==> src/rtl/pulse_width_meter_if.sv <==
// Edge-strobe inputs and result handshake of pulse_width_meter.
// master = the meter (produces results), slave = synchroniser/consumer side.
interface pulse_width_meter_if #(
  parameter int COUNT_WIDTH = 24
) ();
  logic                   rising_edge;
  logic                   falling_edge;
  logic                   result_ready;
  logic [COUNT_WIDTH-1:0] width;
  logic                   width_valid;
  logic                   timeout;
  logic                   overrun;
  logic                   busy;
  logic [COUNT_WIDTH-1:0] period;
  logic                   period_valid;

  modport master (
    input  rising_edge, falling_edge, result_ready,
    output width, width_valid, timeout, overrun, busy, period, period_valid
  );

  modport slave (
    output rising_edge, falling_edge, result_ready,
    input  width, width_valid, timeout, overrun, busy, period, period_valid
  );
endinterface

==> src/rtl/pulse_width_meter.sv <==
// Measures pulse high time in cycles from edge strobes, with timeout and valid/ready result.
// Optional rising-to-rising period measurement enabled by PULSE_WIDTH_METER_PERIOD_EN.
module pulse_width_meter #(
  parameter int COUNT_WIDTH    = 24,
  parameter int TIMEOUT_CYCLES = 2_500_000
) (
  input  logic                 clock,
  input  logic                 reset_n,
  pulse_width_meter_if.master  bus
);

  localparam logic [1:0] S_IDLE    = 2'd0;
  localparam logic [1:0] S_MEASURE = 2'd1;
  localparam logic [1:0] S_HOLD    = 2'd2;

  localparam logic [COUNT_WIDTH-1:0] TIMEOUT_VAL = COUNT_WIDTH'(TIMEOUT_CYCLES);

  logic [1:0]             state_q, state_d;
  logic [COUNT_WIDTH-1:0] count_q, count_d;
  logic [COUNT_WIDTH-1:0] width_q, width_d;
  logic                   timeout_q, timeout_d;
  logic                   overrun_q, overrun_d;
  logic                   valid_q;
  logic                   busy_q;

  always_comb begin
    state_d   = state_q;
    count_d   = count_q;
    width_d   = width_q;
    timeout_d = timeout_q;
    overrun_d = overrun_q;
    case (state_q)
      S_IDLE: begin
        // Coincident edges are a glitch shorter than the synchroniser can resolve.
        if (bus.rising_edge && !bus.falling_edge) begin
          state_d = S_MEASURE;
          count_d = COUNT_WIDTH'(1);
        end
      end
      S_MEASURE: begin
        if (bus.falling_edge) begin
          width_d   = count_q;
          timeout_d = 1'b0;
          state_d   = S_HOLD;
        end else if (count_q == TIMEOUT_VAL) begin
          width_d   = TIMEOUT_VAL;
          timeout_d = 1'b1;
          state_d   = S_HOLD;
        end else begin
          count_d = count_q + COUNT_WIDTH'(1);
        end
      end
      S_HOLD: begin
        if (bus.result_ready) begin
          state_d   = S_IDLE;
          overrun_d = 1'b0;
        end
        // A dropped edge must stay visible even when it coincides with the handshake.
        if (bus.rising_edge) begin
          overrun_d = 1'b1;
        end
      end
      default: state_d = S_IDLE;
    endcase
  end

  always_ff @(posedge clock) begin
    if (!reset_n) begin
      state_q   <= S_IDLE;
      count_q   <= '0;
      width_q   <= '0;
      timeout_q <= 1'b0;
      overrun_q <= 1'b0;
      valid_q   <= 1'b0;
      busy_q    <= 1'b0;
    end else begin
      state_q   <= state_d;
      count_q   <= count_d;
      width_q   <= width_d;
      timeout_q <= timeout_d;
      overrun_q <= overrun_d;
      valid_q   <= (state_d == S_HOLD);
      busy_q    <= (state_d == S_MEASURE);
    end
  end

  assign bus.width       = width_q;
  assign bus.timeout     = timeout_q;
  assign bus.overrun     = overrun_q;
  assign bus.width_valid = valid_q;
  assign bus.busy        = busy_q;

`ifdef PULSE_WIDTH_METER_PERIOD_EN
  localparam logic [COUNT_WIDTH-1:0] PCOUNT_MAX = '1;

  logic [COUNT_WIDTH-1:0] pcount_q, pcount_d;
  logic [COUNT_WIDTH-1:0] period_q, period_d;
  logic                   seen_q, seen_d;
  logic                   pvalid_q, pvalid_d;

  always_comb begin
    pcount_d = (pcount_q == PCOUNT_MAX) ? pcount_q : pcount_q + COUNT_WIDTH'(1);
    period_d = period_q;
    seen_d   = seen_q;
    pvalid_d = 1'b0;
    if (bus.rising_edge) begin
      pcount_d = COUNT_WIDTH'(1);
      seen_d   = 1'b1;
      // The first edge only arms the counter; there is no earlier edge to measure from.
      if (seen_q) begin
        period_d = pcount_q;
        pvalid_d = 1'b1;
      end
    end
  end

  always_ff @(posedge clock) begin
    if (!reset_n) begin
      pcount_q <= '0;
      period_q <= '0;
      seen_q   <= 1'b0;
      pvalid_q <= 1'b0;
    end else begin
      pcount_q <= pcount_d;
      period_q <= period_d;
      seen_q   <= seen_d;
      pvalid_q <= pvalid_d;
    end
  end

  assign bus.period       = period_q;
  assign bus.period_valid = pvalid_q;
`else
  assign bus.period       = '0;
  assign bus.period_valid = 1'b0;
`endif

endmodule

==> src/flat_wrapper.sv <==
// flat-port wrapper written by rule: the top's interface ports become plain ports
module pulse_width_meter_flat 
#(
  parameter int COUNT_WIDTH    = 24,
  parameter int TIMEOUT_CYCLES = 2_500_000
)
  (clock, reset_n, bus_rising_edge, bus_falling_edge, bus_result_ready, bus_width, bus_width_valid, bus_timeout, bus_overrun, bus_busy, bus_period, bus_period_valid);
  pulse_width_meter_if #(.COUNT_WIDTH(COUNT_WIDTH)) bus_i ();
  input  logic clock;
  input  logic reset_n;
  input wire logic [$bits(bus_i.rising_edge)-1:0] bus_rising_edge;
  input wire logic [$bits(bus_i.falling_edge)-1:0] bus_falling_edge;
  input wire logic [$bits(bus_i.result_ready)-1:0] bus_result_ready;
  output wire logic [$bits(bus_i.width)-1:0] bus_width;
  output wire logic [$bits(bus_i.width_valid)-1:0] bus_width_valid;
  output wire logic [$bits(bus_i.timeout)-1:0] bus_timeout;
  output wire logic [$bits(bus_i.overrun)-1:0] bus_overrun;
  output wire logic [$bits(bus_i.busy)-1:0] bus_busy;
  output wire logic [$bits(bus_i.period)-1:0] bus_period;
  output wire logic [$bits(bus_i.period_valid)-1:0] bus_period_valid;
  assign bus_i.rising_edge = bus_rising_edge;
  assign bus_i.falling_edge = bus_falling_edge;
  assign bus_i.result_ready = bus_result_ready;
  assign bus_width = bus_i.width;
  assign bus_width_valid = bus_i.width_valid;
  assign bus_timeout = bus_i.timeout;
  assign bus_overrun = bus_i.overrun;
  assign bus_busy = bus_i.busy;
  assign bus_period = bus_i.period;
  assign bus_period_valid = bus_i.period_valid;
  pulse_width_meter #(.COUNT_WIDTH(COUNT_WIDTH), .TIMEOUT_CYCLES(TIMEOUT_CYCLES)) u_core (.clock(clock), .reset_n(reset_n), .bus(bus_i));
endmodule
==> config.mk <==
export PLATFORM = sky130hd
export DESIGN_NAME = pulse_width_meter_flat
export DESIGN_NICKNAME = d
export VERILOG_FILES = /design/src/rtl/pulse_width_meter_if.sv /design/src/rtl/pulse_width_meter.sv /design/src/flat_wrapper.sv
export SDC_FILE = /design/constraint.sdc
export NUM_CORES = 1
export LEC_CHECK = 0
export CAP_MARGIN = 5
export CORE_MARGIN = 5
export CORE_UTILIZATION = 35
export DETAILED_ROUTE_END_ITERATION = 8
export HOLD_SLACK_MARGIN = 0.03
export PLACE_DENSITY = 0.65
export SYNTH_ARGS = -nofsm -noshare
export SYNTH_HDL_FRONTEND = slang
export SYNTH_SLANG_ARGS = --single-unit
==> constraint.sdc <==
create_clock -name clock -period 3 [get_ports clock]
set_input_delay 0.6 -clock clock [delete_from_list [all_inputs] [get_ports clock]]
set_output_delay 0.6 -clock clock [all_outputs]
set_load 0.02 [all_outputs]
==> results.json <==
{
  "worstRegToRegCells": 6,
  "grt_pass1_wl_mm": 8.96,
  "criticalPathCategory": "primary input to register",
  "die_h_um": 94.6,
  "cts_hold_buffers": 0,
  "multiInputGateArea_um2": 1240,
  "finalPower_mw": 1.25,
  "setup_tns_ps": 0,
  "synth-seq-cells": 54,
  "ys_warn_count": 0,
  "ys_top_cells_by_area": "dfxtp_1, buf_4, a21oi_1",
  "ys.flop_type": "dfxtp_1",
  "cts.sinks": 54,
  "fill_cells": 698,
  "rr_startpoint": "u_core.count_q[5]",
  "report.final.setup_viol": 0,
  "diodes": 0,
  "async_flop_share_pct": 0,
  "place_area_um2": 2820,
  "synth_edf_count": 0,
  "seqCellArea_um2": 1080,
  "power.density_nw_per_um2": 429,
  "die-area_um2": 8940,
  "synth_top_area_cell": "dfxtp_1",
  "layout_worst_path_cycle_share_pct": 73.1,
  "leakagePower_nw": 0.949,
  "htreeDepth": 2,
  "wl_mm": 5.34,
  "start_util_pct": 36.4,
  "final_common_cell": "dfxtp_1",
  "fmax_ghz": 0.456,
  "final_cell_mix": "dfxtp_1, clkdlybuf4s50_1, nand2_1, a21oi_1, conb_1",
  "cts_buffers": 5,
  "start_kind": "primary input",
  "worst_hold_path_type": "register to register",
  "min_from": "u_core.bus.width[1]",
  "tightest_slew_ps": 793,
  "overflow": 0,
  "timing.hold.ws_ps": 479,
  "port-buffer-count": 32,
  "cp.required_ps": 3240,
  "final-max-slew-violation-count": 0,
  "gr-usage-all-layers_pct": 12.5,
  "synth_cells": 292,
  "avgSynthCellArea_um2": 8.57,
  "clk_pin_slew_ps": 90,
  "cts_tree": "built",
  "cts_repair_resize_count": 0,
  "yosysTopAreaCellShare_pct": 43.2,
  "r2r_slack_ps": 940,
  "syn_area_um2": 2500,
  "grt_max_degree": 24,
  "fin_skew_ps": 6.98,
  "r2r-end": "u_core.bus.width[3]",
  "max-vdd-ir-drop_mv": 0.181,
  "end_kind": "register",
  "ios": 58,
  "dr.pass1.iters": 4,
  "num_rows": 30,
  "min_path_cells": 2,
  "seq_area_frac_synth_pct": 43.2,
  "grt_antenna_before_repair": 0,
  "ant_nets": 0,
  "hold_violations": 0,
  "cts_setup_buffers": 0,
  "cts_root_buf": "clkbuf_8",
  "status": "finished, final reports clean",
  "drive_above_1_share_pct": 8.05,
  "gp_congestion": 0.854,
  "die_w_um": 94.6,
  "holdPathEnd": "u_core.bus.width[1]",
  "yosysUniqueCellTypes": 48,
  "routedWlPerCell_um": 12.7,
  "relSlewSlack_pct": 47.1,
  "vias": 2043,
  "cp_max_fo": 8,
  "clk_path_buf_depth": 2,
  "viasPerCell": 4.88,
  "dp_hpwl_mm": 3.92,
  "drc_errors": 0,
  "max_cap_viol_count": 0,
  "syn_to_final_growth_pct": 16.4,
  "stdcell_area_um2": 2910,
  "grt_pass1_vias": 1935,
  "coreArea_um2": 6870,
  "final_nets": 329,
  "fin_crit_ps": 2190,
  "crit_arrival_ps": 2430,
  "clock_latency_ps": 310,
  "drtIter0Drc": 131,
  "rsz0062_at_grt": "false"
}
[through the flow]
stage,setup WS (ps),utilization (%),instances
3_3_place_gp,531,41.1,411
5_1_grt,588,42.4,419
3_5_place_dp,464,41.1,411
6_report,808,42.4,419
2_1_floorplan,1170,-,316
4_1_cts,791,42.4,419
[Yosys cell counts, types with 2 or more instances]
cell and number:
dfxtp_1 54, buf_4 25, xnor2_1 13, and4_1 4, and2_1 4, o221a_1 2
or3_1 3, o221a_2 6, nor4_1 6, o21ai_1 12, nand3_1 8, ha_1 2
nand2_1 31, a21oi_1 26, inv_1 6, nor3_1 11, nor2b_1 3, o21a_1 2
clkbuf_1 10, or2_2 2, nand2b_1 2, or4b_2 2, nor2_1 23, o21ai_0 11
[layout make-up]
class | count | share of cell area (%)
clock buffer | 7 | 2.96
tap | 96 | 4.12
clock inverter | 1 | 0.172
multi-input combinational | 218 | 42.7
inverter | 7 | 0.902
sequential | 54 | 37.1
timing repair buffer | 36 | 12.0
[worst max-delay path, stage by stage]
cell	delay, ps
clkdlybuf4s50_1	470
nor2_1	240
o211ai_1	310
nor3_1	210
or3b_2	450
a21oi_1	150
[sequential cells by signal (all words and copies together) (netlist names)]
name                    flops
u_core.bus.busy             1
u_core.bus.overrun          1
u_core.bus.timeout          1
u_core.bus.width           24
u_core.bus.width_valid      1
u_core.count_q             24
u_core.state_q              2
[how the worst max path moves through the flow]
stage	slack, ps	end	cells past startpoint	start
finish	810	u_core.count_q[23]	6	bus_falling_edge
global route	590	u_core.count_q[18]	6	bus_falling_edge
CTS	790	u_core.count_q[18]	6	bus_falling_edge
detailed placement	460	u_core.count_q[18]	6	bus_falling_edge
global placement	530	u_core.count_q[18]	6	bus_falling_edge
floorplan	1170	u_core.bus.width[11]	6	u_core.count_q[20]
[routing by layer]
metal / vias up / share of wire (%) / global-route usage [%]
met5: - / 0 / 0
met4: 0 / 1.1 / 4.57
met3: 7 / 5.8 / 2.87
met2: 55 / 50 / 22.2
met1: 944 / 43 / 14.5
li1: 1037 / - / -
[power by group]
| part | leakage, nW | internal [mW] | switching [mW] |
|---|---|---|---|
| Clock | 0.0482 | 0.187 | 0.227 |
| Sequential | 0.436 | 0.724 | 0.00676 |
| Combinational | 0.465 | 0.0301 | 0.0761 |
| Total | 0.949 | 0.941 | 0.310 |
[kinds of logic after synthesis]
logic type	after synthesis	synth area share, %
mux	1	0.400
simple gates	107	22.4
flops	54	43.2
compound gates	69	17.3
xor+xnor	14	4.90
other cells	1	0.150
fa+ha+maj	2	1.00
buf+inv	44	10.7
Power figures use the tool's default switching activity.
